$ cat src/rtl/fft_bfu_sched.sv
// fft_bfu_sched: issues {addr_a, addr_b, tw_idx, stage} for every butterfly of an in-place radix-2 DIT FFT.
// Optional macro FFT_SCHED_DRAIN_EN inserts a BFU_LAT+1 cycle drain gap between stages.
module fft_bfu_sched #(
  parameter int LOG2N   = 3,
  parameter int BFU_LAT = 2
) (
  input  logic             clk,
  input  logic             reset,
  input  logic             start,
  output logic             busy,
  output logic             done,
  output logic             out_valid,
  input  logic             out_ready,
  output logic [LOG2N-1:0] addr_a,
  output logic [LOG2N-1:0] addr_b,
  output logic [LOG2N-2:0] tw_idx,
  output logic [3:0]       stage,
  output logic             last_in_stage
);
  // state | meaning
  // IDLE  | waiting for start
  // RUN   | descriptor for (s_q, j_q) presented on the outputs
  // DRAIN | between stages, out_valid low while the bfu pipeline empties
  // DONE  | one-cycle completion pulse

  if (LOG2N < 2 || LOG2N > 15 || BFU_LAT < 0) begin : g_bad_param
    $error("fft_bfu_sched: LOG2N must be 2..15 and BFU_LAT >= 0");
  end

  typedef enum logic [1:0] {
    IDLE  = 2'd0,
    RUN   = 2'd1,
`ifdef FFT_SCHED_DRAIN_EN
    DRAIN = 2'd2,
`endif
    DONE  = 2'd3
  } state_t;

  state_t           state_q, state_d;
  logic [3:0]       s_q, s_d;
  logic [LOG2N-2:0] j_q, j_d;
  logic             j_last, s_final;

`ifdef FFT_SCHED_DRAIN_EN
  localparam int CW = $clog2(BFU_LAT + 1) + 1;
  logic [CW-1:0] cnt_q, cnt_d;
`endif

  assign j_last  = (j_q == '1);
  assign s_final = (s_q == 4'(LOG2N - 1));

  always_ff @(posedge clk) begin
    if (reset) begin
      state_q <= IDLE;
      s_q     <= '0;
      j_q     <= '0;
`ifdef FFT_SCHED_DRAIN_EN
      cnt_q   <= '0;
`endif
    end else begin
      state_q <= state_d;
      s_q     <= s_d;
      j_q     <= j_d;
`ifdef FFT_SCHED_DRAIN_EN
      cnt_q   <= cnt_d;
`endif
    end
  end

  always_comb begin
    state_d = state_q;
    s_d     = s_q;
    j_d     = j_q;
`ifdef FFT_SCHED_DRAIN_EN
    cnt_d   = cnt_q;
`endif
    case (state_q)
      IDLE: begin
        if (start) begin
          state_d = RUN;
          s_d     = '0;
          j_d     = '0;
        end
      end
      RUN: begin
        if (out_ready) begin
          if (j_last) begin
            j_d = '0;
            if (s_final) begin
              state_d = DONE;
            end else begin
              s_d = s_q + 4'd1;
`ifdef FFT_SCHED_DRAIN_EN
              state_d = DRAIN;
              cnt_d   = CW'(BFU_LAT);
`endif
            end
          end else begin
            j_d = j_q + (LOG2N-1)'(1);
          end
        end
      end
`ifdef FFT_SCHED_DRAIN_EN
      // terminal count at zero gives BFU_LAT+1 drain cycles
      DRAIN: begin
        if (cnt_q == '0) state_d = RUN;
        else             cnt_d   = cnt_q - CW'(1);
      end
`endif
      DONE:    state_d = IDLE;
      default: state_d = IDLE;
    endcase
  end

  assign out_valid = (state_q == RUN);
  assign done      = (state_q == DONE);
`ifdef FFT_SCHED_DRAIN_EN
  assign busy      = (state_q == RUN) || (state_q == DRAIN);
`else
  assign busy      = (state_q == RUN);
`endif

  logic [LOG2N-2:0] half_m1, pos, grp;
  logic [3:0]       sh;

  // descriptor outputs are forced to zero whenever no beat is offered
  always_comb begin
    half_m1       = ~({(LOG2N-1){1'b1}} << s_q);
    pos           = j_q & half_m1;
    grp           = j_q >> s_q;
    sh            = 4'(LOG2N - 1) - s_q;
    addr_a        = '0;
    addr_b        = '0;
    tw_idx        = '0;
    stage         = '0;
    last_in_stage = 1'b0;
    if (out_valid) begin
      addr_a        = ({grp, 1'b0} << s_q) | {1'b0, pos};
      addr_b        = addr_a | (LOG2N'(1) << s_q);
      tw_idx        = pos << sh;
      stage         = s_q;
      last_in_stage = j_last;
    end
  end

endmodule

$ cat config.mk
export PLATFORM = sky130hd
export DESIGN_NAME = fft_bfu_sched
export DESIGN_NICKNAME = d
export VERILOG_FILES = /design/src/rtl/fft_bfu_sched.sv
export SDC_FILE = /design/constraint.sdc
export NUM_CORES = 1
export LEC_CHECK = 0
export CAP_MARGIN = 5
export CORE_MARGIN = 2
export CORE_UTILIZATION = 40
export DETAILED_ROUTE_END_ITERATION = 6
export GPL_ROUTABILITY_DRIVEN = 0
export PLACE_DENSITY = 0.69
export SLEW_MARGIN = 10
export SYNTH_ARGS = -nofsm -noshare
export SYNTH_HDL_FRONTEND = slang
export SYNTH_SLANG_ARGS = --single-unit
export TNS_END_PERCENT = 50
$ cat constraint.sdc
create_clock -name clk -period 3.8 [get_ports clk]
set_clock_uncertainty 0.15 [all_clocks]
set_input_delay 1.14 -clock clk [delete_from_list [all_inputs] [get_ports clk]]
set_output_delay 1.14 -clock clk [all_outputs]
set_load 0.01 [all_outputs]
==> impl_metrics.tcl, run 1 <==
set metrics [dict create \
    io_pins 20 \
    grt_pass1_wl_mm 2.71 \
    syn2layout_area_growth_pct 28.2 \
    final_cell_mix "19 x clkdlybuf4s50_1, 7 x nand2_1, 7 x dfxtp_1, 6 x nor2_1, 6 x nand3_1" \
    num_vias 731 \
    drt-met1-wl_um 760 \
    grt_max_degree 14 \
    worstMarginPinSlew_ns 0.467 \
    drc 0 \
    first_global_vias 631 \
    hold_viol 0 \
    clock.fmax_ghz 0.270 \
    syn_inst 88 \
    rows 15 \
    finalCritPeriodShare 0.974 \
    yosys.area.top_type_share 0.226 \
    status "completed" \
    drv_cap 0 \
    initial_utilization 0.420 \
    h-tree-depth 1 \
    leakage_nw 0.317 \
    crit_path_max_fanout 9 \
    wirelength_mm 1.66 \
    clock-sinks 8 \
    yosysTopAreaCell "dfxtp_1" \
    setup_viol 0 \
    required_ns 2.51 \
    ant_nets 0 \
    syn-num-nets 95 \
    core_sq_um 1690 \
    dr_wl_met2_um 822 \
    final_common_cell "clkdlybuf4s50_1" \
    seq_area_frac_synth 0.226 \
    synth.avg_cell_area_sq_um 8.06 \
    drive_gt1_frac 0.105 \
    viasPerCell 5.99 \
    finalNetCount 114 \
    power.density_nw_per_um2 197 \
    setup.worst_path.start_class "flop" \
    drt_iter0_markers 12 \
    die_area_sq_um 2130 \
    synth_edf_count 0 \
    crit_arrival_ns 2.41 \
    cts_root_buf "clkbuf_4" \
    route.met3.wl_um 66 \
    post-cts-setup-buffers 0 \
    wire_per_inst_um 13.6 \
    cts_tree "done" \
    die_x_um 46.1 \
    slew_viol_final 0 \
    cts_made_buffers 3 \
    worstHoldPathType "flop to flop" \
    async_flop_share 0 \
    post-route-min-period_ns 3.70 \
    critical_path_class "flop to output pin" \
    syn_area_sq_um 709 \
    synth_top_cells_by_area "dfxtp_1 23%, ha_1 5.3%, and2_1 4.4%, mux2i_1 4.2%, nand3_1 4.2%" \
    highest_layer "met4" \
    clock_latency_ns 0.25 \
    rsz0062_at_grt "false" \
    antenna_found_initial 0 \
    dr.pass1.iters 4 \
    synthFlopType "dfxtp_1" \
    cts_buffer_depth 2 \
    die_height_um 46.1 \
    ys_seq_elements 8 \
    setup_tns_ns 0 \
    grt_usage 0.176 \
    finish.utilization 0.539 \
    antenna_cells 0 \
    cp-end-kind "output pin" \
    clkTransAtPathRegs_ns 0.05 \
    overflow 0 \
    ys.warnings.count 0 \
    dp_hpwl_mm 1.25 \
    yosys.cell_types.count 43 \
    max-vdd-ir-drop_uv 121 \
    portBuffers 19 \
    slew_headroom 0.687 \
]
==> per-layer routing <==
layer	vias up	global-route usage
li1	360	-
met1	344	0.227
met2	25	0.300
met3	2	0.0235
met4	0	0.0514
met5	-	0
==> power breakdown <==
part | switching (mW) | internal [mW]
registers | 0.00378 | 0.0854
logic | 0.0134 | 0.0147
clock network | 0.0263 | 0.0360
total | 0.0435 | 0.136
==> kinds of logic after synthesis <==
| family | share of synthesized area |
|---|---|
| fa+ha+maj | 0.0529 |
| flops | 0.226 |
| compound gates | 0.185 |
| mux | 0.0423 |
| simple gates | 0.418 |
| buf+inv | 0.0758 |
==> metrics by stage <==
step	total power, mW	instance area, sq um	worst slack, ns	std cells	hold WS [ns]
after floorplan	0.109	709	0.839	88	0.343
after global placement	0.119	886	0.303	119	0.383
after detailed placement	0.119	886	0.252	119	0.399
after CTS	0.184	910	0.0881	122	0.408
after global routing	0.191	910	0.00947	122	0.451
final	0.180	910	0.0973	122	0.416
==> final timing paths <==
path / startpoint / endpoint / slack, ns / cells after the start
max: s_q[0]$_SDFFE_PP0P_ / tw_idx[0] / 0.1 / 5
min: j_q[1]$_SDFFE_PP0P_ / j_q[1]$_SDFFE_PP0P_ / 0.42 / 2
max reg2reg: s_q[0]$_SDFFE_PP0P_ / s_q[1]$_SDFFE_PP0P_ / 1.91 / 5
min reg2reg: j_q[1]$_SDFFE_PP0P_ / j_q[1]$_SDFFE_PP0P_ / 0.42 / 2
==> cell usage after synthesis, types with 2 or more instances <==
cell type,number
a21oi_1,5
nor2b_1,2
inv_1,2
and2_1,5
or3_1,2
or3b_4,2
ha_1,3
clkbuf_1,2
dfxtp_1,8
and3b_1,2
mux2i_1,3
nor2_1,6
o21ai_0,3
nand3_1,6
or3b_1,2
buf_6,2
nand2_1,7
==> state kept, by name (all words and copies together) (netlist names) <==
register and count:
s_q 4, j_q 2, state_q 2
==> worst max-delay path: stages (launching register included) <==
cell             delay (ns)
dfxtp_2                0.40
inv_1                  0.14
ha_1                   0.31
or3b_4                 0.40
a2111oi_2              0.33
clkdlybuf4s50_1        0.59
==> what timing repair did <==
item	CTS	global route
resized for setup	1	0
endpoints found under the setup margin	1	0
hold buffers	0	0
==> final cells by class <==
cell class              count  area (sq um)
well taps                  17          21.3
inverters                   3          11.3
fillers                   170           779
repair buffers             20           198
multi-input cells          71           495
clock buffers               3          22.5
flip-flops and latches      8           161
(Power assumes the default switching activity.)
==> run 2, diff against run 1 <==
CTS_BUF_LIST = sky130_fd_sc_hd__clkbuf_8   (was unset)
SLEW_MARGIN = 20   (was 10)
==> run 2 against run 1 <==
  * Power rose by 21%
  * Sequential power up 0.4%
  * Register-to-register slack hardly changed
  * Largest power group is now the clock network
  * Die area did not move
  * Critical path type unchanged
  * Cell area up 2.1%
  * Largest cell class unchanged
  * Wire length is 1.7% higher
  * Highest routed layer unchanged
  * Fmax rose by 0.80%
==> impl_metrics.tcl, run 2 (synthesized netlist as in run 1, its figures left out) <==
set metrics [dict create \
    status "completed" \
    crit_arrival_ns 2.38 \
    first_global_vias 641 \
    leakage_nw 0.325 \
    grt_usage 0.183 \
    cp-end-kind "output pin" \
    clock.fmax_ghz 0.272 \
    clock_latency_ns 0.23 \
    finish.utilization 0.550 \
    grt_max_degree 14 \
    rsz0062_at_grt "false" \
    syn2layout_area_growth_pct 30.9 \
    drive_gt1_frac 0.105 \
    grt_pass1_wl_mm 2.73 \
    portBuffers 19 \
    die_height_um 46.1 \
    post-route-min-period_ns 3.67 \
    pre_cts_ws_ns 0.252 \
    final_cell_mix "19 x clkdlybuf4s50_1, 7 x nand2_1, 7 x dfxtp_1, 6 x nor2_1, 6 x nand3_1" \
    cts_tree "done" \
    overflow 0 \
    rows 15 \
    worstHoldPathType "flop to flop" \
    critical_path_class "flop to output pin" \
    h-tree-depth 1 \
    num_vias 722 \
    n_fill_cell 167 \
    reg_top3 "s_q x4, j_q x2, state_q x2" \
    antenna_cells 0 \
    clkTransAtPathRegs_ns 0.04 \
    slew_viol_final 0 \
    final_common_cell "clkdlybuf4s50_1" \
    wire_per_inst_um 13.8 \
    antenna_found_initial 0 \
    max-vdd-ir-drop_uv 212 \
    clock-sinks 8 \
    worstMarginPinSlew_ns 0.470 \
    cts_buffer_depth 2 \
    drv_cap 0 \
    hold_viol 0 \
    setup.worst_path.start_class "flop" \
    final_cell_count_no_fill 122 \
    place_inst 119 \
    regMostFlops "s_q" \
    slew_headroom 0.684 \
    required_ns 2.51 \
    final_area_sq_um 928 \
    crit_path_max_fanout 9 \
    viasPerCell 5.92 \
    ant_nets 0 \
    finalHoldWorstSlack_ns 0.411 \
    cts_made_buffers 3 \
    cts_root_buf "clkbuf_8" \
    largest_reg_flops 4 \
    holdBufCountCts 0 \
    setup_ws_ns 0.127 \
    placed_cell_area_sq_um 886 \
    dr.pass1.iters 4 \
    core_sq_um 1690 \
    setup_tns_ns 0 \
    die_x_um 46.1 \
    finalNetCount 114 \
    total_power_mw 0.218 \
    drc 0 \
    dp_hpwl_mm 1.25 \
    power.density_nw_per_um2 235 \
    initial_utilization 0.420 \
    drt_iter0_markers 10 \
    io_pins 20 \
    setup_viol 0 \
    wirelength_mm 1.68 \
    die_area_sq_um 2130 \
    finalCritPeriodShare 0.967 \
]
[run 2: changes by cell type in the layout (fill, tap and decap cells not counted)]
cell	delta
clkbuf_4	-3
clkbuf_8	+3
[run 2: cell type report]
cell class / instances / area, sq um / area share
sequential: 8 / 161 / 0.174
multi-input combinational: 71 / 495 / 0.534
inverter: 3 / 11.3 / 0.0121
timing repair buffer: 20 / 198 / 0.213
clock buffer: 3 / 41.3 / 0.0445
tap: 17 / 21.3 / 0.0229
[run 2: routing by layer]
metal	track usage	up-vias	wire length, um
met5	0	-	0
met1	0.227	332	762
met4	0.103	0	40
met3	0.0235	5	60
met2	0.300	24	820
li1	-	361	-
[run 2: worst max-delay path, stage by stage, from the launching register on]
cell and delay [ns]:
dfxtp_2 0.39, inv_1 0.14, ha_1 0.31, or3b_4 0.40, a2111oi_2 0.33, clkdlybuf4s50_1 0.59
[run 2: timing repair]
item,CTS,global route
buffers inserted,0,0
setup endpoints to repair,0,1
hold endpoints to repair,0,0
gates resized for setup,0,1
[run 2: power by group]
| group | switching [mW] | total, mW | internal, mW |
|---|---|---|---|
| Clock | 0.0316 | 0.100 | 0.0684 |
| Combinational | 0.0134 | 0.0281 | 0.0147 |
| Sequential | 0.00378 | 0.0896 | 0.0858 |
| Total | 0.0489 | 0.218 | 0.169 |
[run 2: final timing paths]
check	startpoint	endpoint	slack [ns]	depth (start not counted)
min	j_q[1]$_SDFFE_PP0P_	j_q[1]$_SDFFE_PP0P_	0.41	2
max reg2reg	s_q[0]$_SDFFE_PP0P_	s_q[1]$_SDFFE_PP0P_	1.92	5
min reg2reg	j_q[1]$_SDFFE_PP0P_	j_q[1]$_SDFFE_PP0P_	0.41	2
max	s_q[0]$_SDFFE_PP0P_	tw_idx[0]	0.13	5
